## config.mk

```make
export PLATFORM = sky130hd
export DESIGN_NAME = calc_key_sequencer_flat
export DESIGN_NICKNAME = d
export VERILOG_FILES = /design/src/rtl/calc_key_sequencer_if.sv /design/src/rtl/calc_key_sequencer.sv /design/src/flat_wrapper.sv
export SDC_FILE = /design/constraint.sdc
export NUM_CORES = 1
export LEC_CHECK = 0
export CORE_MARGIN = 8
export CORE_UTILIZATION = 50
export CTS_CLUSTER_DIAMETER = 40
export DETAILED_ROUTE_END_ITERATION = 10
export GPL_TIMING_DRIVEN = 0
export HOLD_SLACK_MARGIN = 0.1
export PLACE_DENSITY = 0.85
export SETUP_SLACK_MARGIN = 0.02
export SKIP_LAST_GASP = 1
export SLEW_MARGIN = 20
export SYNTH_ARGS = -nofsm -noshare
export SYNTH_HDL_FRONTEND = slang
export SYNTH_SLANG_ARGS = --single-unit
```

## constraint.sdc

```tcl
create_clock -name clk -period 5.1 [get_ports clk]
set_input_delay 1.02 -clock clk [delete_from_list [all_inputs] [get_ports clk]]
set_output_delay 1.02 -clock clk [all_outputs]
set_load 0.1 [all_outputs]
```

## src/rtl/calc_key_sequencer_if.sv

```systemverilog
// Key-entry and Calculator-facing signal bundle for calc_key_sequencer.
// The master side drives keys and the Calculator result; the slave side is the sequencer.
interface calc_key_sequencer_if #(
    parameter int DW = 4,
    parameter int RW = 8
);
    logic          key_valid;
    logic [4:0]    key_code;
    logic          key_ready;
    logic [DW-1:0] A;
    logic [DW-1:0] B;
    logic [1:0]    op;
    logic [RW-1:0] calc_result;
    logic [RW-1:0] result_q;
    logic          result_valid;
    logic          err;

    modport master (
        output key_valid, key_code, calc_result,
        input  key_ready, A, B, op, result_q, result_valid, err
    );

    modport slave (
        input  key_valid, key_code, calc_result,
        output key_ready, A, B, op, result_q, result_valid, err
    );
endinterface

```

## src/rtl/calc_key_sequencer.sv

```systemverilog
// Key-press front end for the 4-bit Calculator: builds A, op, B from keys, captures the
// result on '=', and raises a sticky error on operand overflow or divide-by-zero.
module calc_key_sequencer #(
    parameter int DW = 4,
    parameter int RW = 8
) (
    input  logic                  clk,
    input  logic                  rst_n,
    calc_key_sequencer_if.slave   bus
);
    typedef enum logic [2:0] {
        S_A    = 3'd0,
        S_B    = 3'd1,
        S_EXEC = 3'd2,
        S_DONE = 3'd3,
        S_ERR  = 3'd4
    } state_e;

    localparam logic [4:0] K_EQ   = 5'h14;
    localparam logic [4:0] K_CLR  = 5'h15;
    localparam logic [7:0] OP_MAX = 8'((1 << DW) - 1);

    state_e        state_q, state_d;
    logic [DW-1:0] a_q, a_d;
    logic [DW-1:0] b_q, b_d;
    logic [1:0]    op_q, op_d;
    logic [RW-1:0] res_q, res_d;
    logic          res_valid_q, res_valid_d;
    logic          err_q, err_d;
    logic          b_seen_q, b_seen_d;
    logic          ready_q, ready_d;

    logic          accept;
    logic          key_digit;
    logic          key_op;
    logic          key_eq;
    logic          key_clr;
    logic [7:0]    acc_in;
    logic [7:0]    acc_sum;
    logic          acc_ovf;

    assign accept    = bus.key_valid & ready_q;
    assign key_digit = (bus.key_code < 5'd10);
    assign key_op    = (bus.key_code[4:2] == 3'b100);
    assign key_eq    = (bus.key_code == K_EQ);
    assign key_clr   = (bus.key_code == K_CLR);

    // Decimal accumulation of the operand currently being entered, evaluated at 8 bits
    assign acc_in  = (state_q == S_B) ? 8'(b_q) : 8'(a_q);
    assign acc_sum = (acc_in * 8'd10) + {3'b000, bus.key_code};
    assign acc_ovf = (acc_sum > OP_MAX);

    assign bus.key_ready    = ready_q;
    assign bus.A            = a_q;
    assign bus.B            = b_q;
    assign bus.op           = op_q;
    assign bus.result_q     = res_q;
    assign bus.result_valid = res_valid_q;
    assign bus.err          = err_q;

    // State and output registers with synchronous active-low reset
    always_ff @(posedge clk) begin
        if (!rst_n) begin
            state_q     <= S_A;
            a_q         <= '0;
            b_q         <= '0;
            op_q        <= 2'b00;
            res_q       <= '0;
            res_valid_q <= 1'b0;
            err_q       <= 1'b0;
            b_seen_q    <= 1'b0;
            ready_q     <= 1'b1;
        end else begin
            state_q     <= state_d;
            a_q         <= a_d;
            b_q         <= b_d;
            op_q        <= op_d;
            res_q       <= res_d;
            res_valid_q <= res_valid_d;
            err_q       <= err_d;
            b_seen_q    <= b_seen_d;
            ready_q     <= ready_d;
        end
    end

    // Next-state and next-output decode for one accepted key per cycle
    always_comb begin
        state_d     = state_q;
        a_d         = a_q;
        b_d         = b_q;
        op_d        = op_q;
        res_d       = res_q;
        res_valid_d = res_valid_q;
        err_d       = err_q;
        b_seen_d    = b_seen_q;

        if (accept && key_clr) begin
            state_d     = S_A;
            a_d         = '0;
            b_d         = '0;
            op_d        = 2'b00;
            res_d       = '0;
            res_valid_d = 1'b0;
            err_d       = 1'b0;
            b_seen_d    = 1'b0;
        end else begin
            case (state_q)
                S_A: begin
                    if (accept && key_digit) begin
                        if (acc_ovf) begin
                            err_d   = 1'b1;
                            state_d = S_ERR;
                        end else begin
                            a_d = acc_sum[DW-1:0];
                        end
                    end else if (accept && key_op) begin
                        op_d     = bus.key_code[1:0];
                        b_seen_d = 1'b0;
                        state_d  = S_B;
                    end else begin
                        state_d = S_A;
                    end
                end
                S_B: begin
                    if (accept && key_digit) begin
                        if (acc_ovf) begin
                            err_d   = 1'b1;
                            state_d = S_ERR;
                        end else begin
                            b_d      = acc_sum[DW-1:0];
                            b_seen_d = 1'b1;
                        end
                    end else if (accept && key_op && !b_seen_q) begin
                        op_d = bus.key_code[1:0];
                    end else if (accept && key_eq) begin
                        state_d = S_EXEC;
                    end else begin
                        state_d = S_B;
                    end
                end
                S_EXEC: begin
                    if ((op_q == 2'b11) && (b_q == '0)) begin
                        err_d   = 1'b1;
                        state_d = S_ERR;
                    end else begin
                        res_d       = bus.calc_result;
                        res_valid_d = 1'b1;
                        state_d     = S_DONE;
                    end
                end
                S_DONE: begin
                    // A fresh digit starts a new calculation and drops the old result flag
                    if (accept && key_digit) begin
                        a_d         = DW'(bus.key_code);
                        b_d         = '0;
                        op_d        = 2'b00;
                        res_valid_d = 1'b0;
                        b_seen_d    = 1'b0;
                        state_d     = S_A;
                    end else begin
                        state_d = S_DONE;
                    end
                end
                S_ERR: begin
                    state_d = S_ERR;
                end
                default: begin
                    state_d = S_A;
                end
            endcase
        end

        ready_d = (state_d != S_EXEC);
    end
endmodule
```

## src/flat_wrapper.sv

```systemverilog
// flat-port wrapper written by rule: the top's interface ports become plain ports
module calc_key_sequencer_flat 
#(
    parameter int DW = 4,
    parameter int RW = 8
)
  (clk, rst_n, bus_key_valid, bus_key_code, bus_calc_result, bus_key_ready, bus_A, bus_B, bus_op, bus_result_q, bus_result_valid, bus_err);
  calc_key_sequencer_if #(.DW(DW), .RW(RW)) bus_i ();
  input  logic clk;
  input  logic rst_n;
  input wire logic [$bits(bus_i.key_valid)-1:0] bus_key_valid;
  input wire logic [$bits(bus_i.key_code)-1:0] bus_key_code;
  input wire logic [$bits(bus_i.calc_result)-1:0] bus_calc_result;
  output wire logic [$bits(bus_i.key_ready)-1:0] bus_key_ready;
  output wire logic [$bits(bus_i.A)-1:0] bus_A;
  output wire logic [$bits(bus_i.B)-1:0] bus_B;
  output wire logic [$bits(bus_i.op)-1:0] bus_op;
  output wire logic [$bits(bus_i.result_q)-1:0] bus_result_q;
  output wire logic [$bits(bus_i.result_valid)-1:0] bus_result_valid;
  output wire logic [$bits(bus_i.err)-1:0] bus_err;
  assign bus_i.key_valid = bus_key_valid;
  assign bus_i.key_code = bus_key_code;
  assign bus_i.calc_result = bus_calc_result;
  assign bus_key_ready = bus_i.key_ready;
  assign bus_A = bus_i.A;
  assign bus_B = bus_i.B;
  assign bus_op = bus_i.op;
  assign bus_result_q = bus_i.result_q;
  assign bus_result_valid = bus_i.result_valid;
  assign bus_err = bus_i.err;
  calc_key_sequencer #(.DW(DW), .RW(RW)) u_core (.clk(clk), .rst_n(rst_n), .bus(bus_i));
endmodule
```

Word level (Yosys, flattened, before mapping)
Index checks and enable logic that the tools add are counted.
- order comparisons: 2
- reduce and logical (&&, ||, !) cells: 23
- bitwise gates (word level): 3
- multipliers: 1
- divide/modulo/power cells: 0
- shift operators: 0
- mux-type cells: 35
- equal/unequal tests: 22
- add/subtract/negate cells: 1
- operator list (operator ; number):
    4-bit 2-to-1 mux ; 5
    3-bit 2-to-1 mux ; 6
    4-bit case mux with 2 select lines ; 2
    3-bit case mux with 5 select lines ; 1
    2-bit 2-to-1 mux ; 7
    2-bit != test, second input constant ; 7
    2-bit by 1-bit != test with 1-bit output, second input constant ; 6
    4-bit AND reduction ; 3
    6-bit AND reduction ; 2
    5-bit equality test, second input constant ; 2
    1-bit 2-to-1 mux ; 10
    8-bit by 5-bit adder with 8-bit output ; 1
    8-bit by 4-bit > comparator with 1-bit output, second input constant ; 1
    8-bit by 3-bit multiplier with 7-bit output, second input constant ; 1
    2-bit nonzero test ; 4
    3-bit by 2-bit equality test with 1-bit output, second input constant ; 2
    3-bit equality test, second input constant ; 2
    1-bit logical AND ; 6
    2-bit case mux with 3 select lines ; 1
    5-bit by 4-bit < comparator with 1-bit output, second input constant ; 1
    4-bit zero test ; 1
    1-bit case mux with 2 select lines ; 2
    2-bit OR reduction ; 2
    3-bit by 1-bit equality test with 1-bit output, second input constant ; 1
    10 further kinds ; 11
- bits in writable memories: 0
- latch bits: 0
- output and inout bits: 21
- ROM bits: 0
- bits of input ports: 16
- word-level logic and storage cells: 96
- memories kept: 0
- register bits after elaboration: 25

Logic depth before layout (Yosys ltp)
- depth in word-level cells: 10
- gate-level depth with buffers: 14

Worst setup path before layout
Ideal clock, no wire load.
- path type: flip-flop to flip-flop
- start point: register u_core.a_q[3], in the netlist u_core.bus.A[3]
- end point: register u_core.b_q[3], in the netlist u_core.bus.B[3]
- data arrival time: 3646 ps
- stages on the path, launching flop included: 12
- required time: 4977 ps
- slack: 1331 ps
- path buffers: 0
- library setup time: 123 ps
- cell sequence: dfxtp_1 > mux2i_2 > inv_1 > ha_1 > ha_1 > inv_1 > fa_1 > nor3_1 > mux2i_1 > a22o_1 > or3_1 > mux2i_1
- cells in the longest elaborated chain, start to end: 6
- ends and longest elaborated chain (what ; RTL line ; RTL):
    start: declaration ; calc_key_sequencer.sv:24 ; logic [DW-1:0] a_q, a_d;
    start signal: assignment ; calc_key_sequencer.sv:65 ; a_q <= '0;
    start signal: assignment ; calc_key_sequencer.sv:75 ; a_q <= a_d;
    4-bit 2-to-1 mux ; calc_key_sequencer.sv:49 ; assign acc_in = (state_q == S_B) ? 8'(b_q) : 8'(a_q);
    8-bit by 3-bit multiplier with 7-bit output ; calc_key_sequencer.sv:50 ; assign acc_sum = (acc_in * 8'd10) + {3'b000, bus.key_code};
    8-bit by 5-bit adder with 8-bit output ; calc_key_sequencer.sv:50 ;
    8-bit by 4-bit > comparator with 1-bit output ; calc_key_sequencer.sv:51 ; assign acc_ovf = (acc_sum > OP_MAX);
    2-bit != test (no source line) ; - ;
    4-bit AND reduction (no source line) ; - ;
    end signal: assignment ; calc_key_sequencer.sv:66 ; b_q <= '0;
    end signal: assignment ; calc_key_sequencer.sv:76 ; b_q <= b_d;
    end: declaration ; calc_key_sequencer.sv:25 ; logic [DW-1:0] b_q, b_d;
Every way passes these cells.
A chain may end at the register's enable or synchronous reset.

Worst setup path after layout
- start point: register u_core.state_q[0]
- end point: register u_core.b_q[3], in the netlist u_core.bus.B[3]
- cells in the longest elaborated chain, start to end: 7
- ends and longest elaborated chain (what ; RTL line ; RTL):
    start: declaration ; calc_key_sequencer.sv:23 ; state_e state_q, state_d;
    start signal: assignment ; calc_key_sequencer.sv:74 ; state_q <= state_d;
    3-bit by 1-bit equality test with 1-bit output ; calc_key_sequencer.sv:49, calc_key_sequencer.sv:107 ;
    4-bit 2-to-1 mux ; calc_key_sequencer.sv:49 ;
    8-bit by 3-bit multiplier with 7-bit output ; calc_key_sequencer.sv:50 ;
    8-bit by 5-bit adder with 8-bit output ; calc_key_sequencer.sv:50 ;
    8-bit by 4-bit > comparator with 1-bit output / 4-bit 2-to-1 mux (equally long branches) ; calc_key_sequencer.sv:51, calc_key_sequencer.sv:126 ;
    2-bit != test (no source line) / 4-bit 2-to-1 mux (equally long branches) ; - ;
    4-bit AND reduction (no source line) / 4-bit case mux with 2 select lines (equally long branches) ; - ;
Several ways; a longest one is shown, not always the timed one. The select of a mux whose other input is x is not followed.

==> impl_results.md <==
* Req. time, crit path at 5330 ps
* H-tree depth at 1
* Num CTS Buffers at 3
* Cell family with most CP delay: simple AND/OR/NAND/NOR gates
* Hold_buf cts at 0
* Die area at roughly 5400 µm²
* Critical path, cell by cell: nor3b_4, mux2i_2, inv_1, ha_1, ha_1, inv_1, fa_1, nor3_1, mux2i_1, a22o_1, or3_1, mux2i_1
* 1st-iter DRT viols at 138
* Sw frac at 38.11%
* Total congestion overflow at 0
* Comb pwr share at 36.4%
* Nets at 259
* Max Slew Vio Count at 0
* Met3 Resource Use GR at 5.593%
* I/O Buffers at 36
* Fmax at roughly 250 MHz
* Synthesized flop and latch total at 25
* Via count at 1642
* Worst IR drop on VDD at 0.1398 mV
* Post-synthesis sequential area ratio at 30.21%
* Synth top area cells: dfxtp_1 30%, mux2i_1 11%, ha_1 6.0%
* Routability Congestion at 0.8732
* Global-route wire length before repair at 7038 µm
* Critical path's slowest cell: fa_1
* Drt total wl at 4286 µm
* Final Instance Area at 2105 µm²
* Die Y-Extent at 73.56 µm
* Top FF cell, synth: dfxtp_1
* Post-synthesis cell area at between 1500 and 2000 µm²
* WHS at 494.8 ps
* Core Util, Final at 64.59%
* Asr flop ratio synth at 0%
* Setup TNS Final at 0 ps
* Placed inst area at 2074 µm²
* Drt via density at 5.906
* Max stage delay on crit path at 470 ps
* GRT Util Overall at 16.20%
* Worst skew pair latency at 330 ps
* Synth Net Count at 218
* First-pass DRT Iterations at 4
* Synth top area share at 30.21%
* CTS root buffer: clkbuf_4
* Average wire per standard cell at approximately 15 µm
* CTS Buffer Depth at 2
* Synth Area per Inst at ~8.6 µm²
* P&R area growth vs syn at 27.04%
* Met2 Use GR at 28.84%
* Clk network pwr share at about a fifth
* Static leakage at 0.8026 nW
* Placeable core area at roughly 3300 µm²
* Dominant cell type by area after synthesis: dfxtp_1
* CP Launch Type: register
* Dpl hpwl at 3333 µm
* CTS tree: done
* Worst Hold Class: reg -> reg
* WS Path Type: reg -> reg
* RSZ-0062 raised after global routing: false
* Status: completed
* Buffer and inverter count on the worst path at 2
* Met1 usage at 17.63%
* Remaining DRCs at 0
* Cells after DPL at 274
* Crit. End Element: register
* Seq pwr share at 43.9%
* Initial Utilization at 50.84%
* P per Cell Area at 225.9 nW/µm²
* Clock transition at path regs at about 140 ps
* WP data arrival at roughly 4300 ps
* Final min period at 4033 ps
* Non-Filler Instances at 278
* Total number of yosys warnings at 0
* Layout cells sized above 1 at 6.466%
* Unique masters post-synth at 47
* Gate count of the mapped netlist at between 150 and 200
* # rows at 21
* Post-synth EDFFs at 0
* Postcts setup bufs at 0
* # IOs at 37
* Fin Clk Skew at between 5 and 6 ps
* Num Clock Sinks at 25
* Max Cap Viol at 0
* Initial antenna violation count at 0
* Largest fanout on the critical path at 7
* Layer with the highest usage: met2
* Most frequent cells in the layout: 36 x clkdlybuf4s50_1, 25 x dfxtp_1, 18 x mux2i_1
* Worst Tran Pin Value at 983.8 ps
* Vias in the first global route at 1568
* Post-cts sizing count at 0
* ANT cells at 0
* Final period util at 79.08%
* Sw Pwr at 0.1812 mW
* Internal Power at 0.2943 mW
* Most common cell after layout, fill and taps aside: clkdlybuf4s50_1
* Relative slew slack at 34.21%
* Die Width at 73.56 µm
* Post-route ant nets at 0
* Setup violators final at 0
* Final Hold Fails at 0
* Largest net degree at the start of global routing at 16
[synth_stat cells, types with 2 or more instances]
cell and number:
a21oi_1 9, o211ai_1 2, fa_1 2, nand4b_1 2, a311oi_1 2, nor3_1 8, nand3_1 11, a221o_1 2
nor3b_1 2, or3_1 2, o2111ai_1 2, and3_1 2, nand2b_1 3, dfxtp_1 25, clkbuf_1 8, mux2_2 2
nand3b_1 2, o21ai_0 9, ha_1 8, nor2b_1 2, a21o_1 2, mux2i_1 18, a211oi_1 4, o31ai_1 2
or2_2 4, nand2_1 12, a31oi_1 6, nor2_1 16, inv_1 5
[logic make-up after synthesis]
kind of cell	Yosys count	share of synthesized area [%]
compound gates	49	20.39
fa+ha+maj	10	8.460
flops	25	30.21
mux	21	13.07
xor+xnor	2	1.511
buf+inv	14	3.172
simple gates	71	23.19
[through the flow]
| step | total power, mW | setup WS (ps) |
|---|---|---|
| floorplan | 0.3371 | 1331 |
| global placement | 0.3812 | 1161 |
| detailed placement | 0.3842 | 1147 |
| CTS | 0.4755 | 1100 |
| global route | 0.4980 | 792.4 |
| finish | 0.4755 | 1067 |
[power groups by stage]
stage | sequential [mW] | clock [mW] | combinational (mW)
after CTS | 0.209 | 0.0954 | 0.171
after detailed placement | 0.213 | 0 | 0.171
after global placement | 0.213 | 0 | 0.169
final | 0.209 | 0.0936 | 0.173
after global routing | 0.210 | 0.103 | 0.185
after floorplan | 0.247 | 0 | 0.0903
[path summary, 6_finish.rpt]
| path | depth (start not counted) | from | endpoint | slack [ps] |
|---|---|---|---|---|
| worst max-delay path | 12 | u_core.state_q[0]$_SDFF_PN0_ | u_core.bus.B[3]$_SDFFE_PP0P_ | 1070 |
| worst min-delay path | 2 | u_core.b_seen_q$_SDFFE_PP0P_ | u_core.b_seen_q$_SDFFE_PP0P_ | 490 |
| worst max register to register | 12 | u_core.state_q[0]$_SDFF_PN0_ | u_core.bus.B[3]$_SDFFE_PP0P_ | 1070 |
| worst min register to register | 2 | u_core.b_seen_q$_SDFFE_PP0P_ | u_core.b_seen_q$_SDFFE_PP0P_ | 490 |
[flip-flops by register name (all words and copies together) (netlist names)]
name	flops
u_core.state_q	3
u_core.bus.op	2
u_core.bus.key_ready	1
u_core.bus.result_q	8
u_core.bus.B	4
u_core.bus.result_valid	1
u_core.b_seen_q	1
u_core.bus.A	4
u_core.bus.err	1
[cell type report]
cell class,count,area [µm²]
fillers,301,1154
multi-input cells,153,1104
flip-flops and latches,25,500.5
repair buffers,36,360.3
well taps,46,57.56
plain buffers,9,33.78
clock buffers,3,22.52
inverters,5,18.77
clock inverters,1,7.507
[routing by layer]
metal | wire length (µm) | part of all wire (%)
met1 | 1718 | 40
met5 | 0 | 0
met2 | 2139 | 50
met3 | 362 | 8.4
met4 | 65 | 1.5
[tightest hold or removal path: cells and delay by family, from the launching register on]
kind | cells | cell delay, ps
compound gates | 2 | 130
flops | 1 | 340
Note: power is estimated with default switching activity, not from simulation.
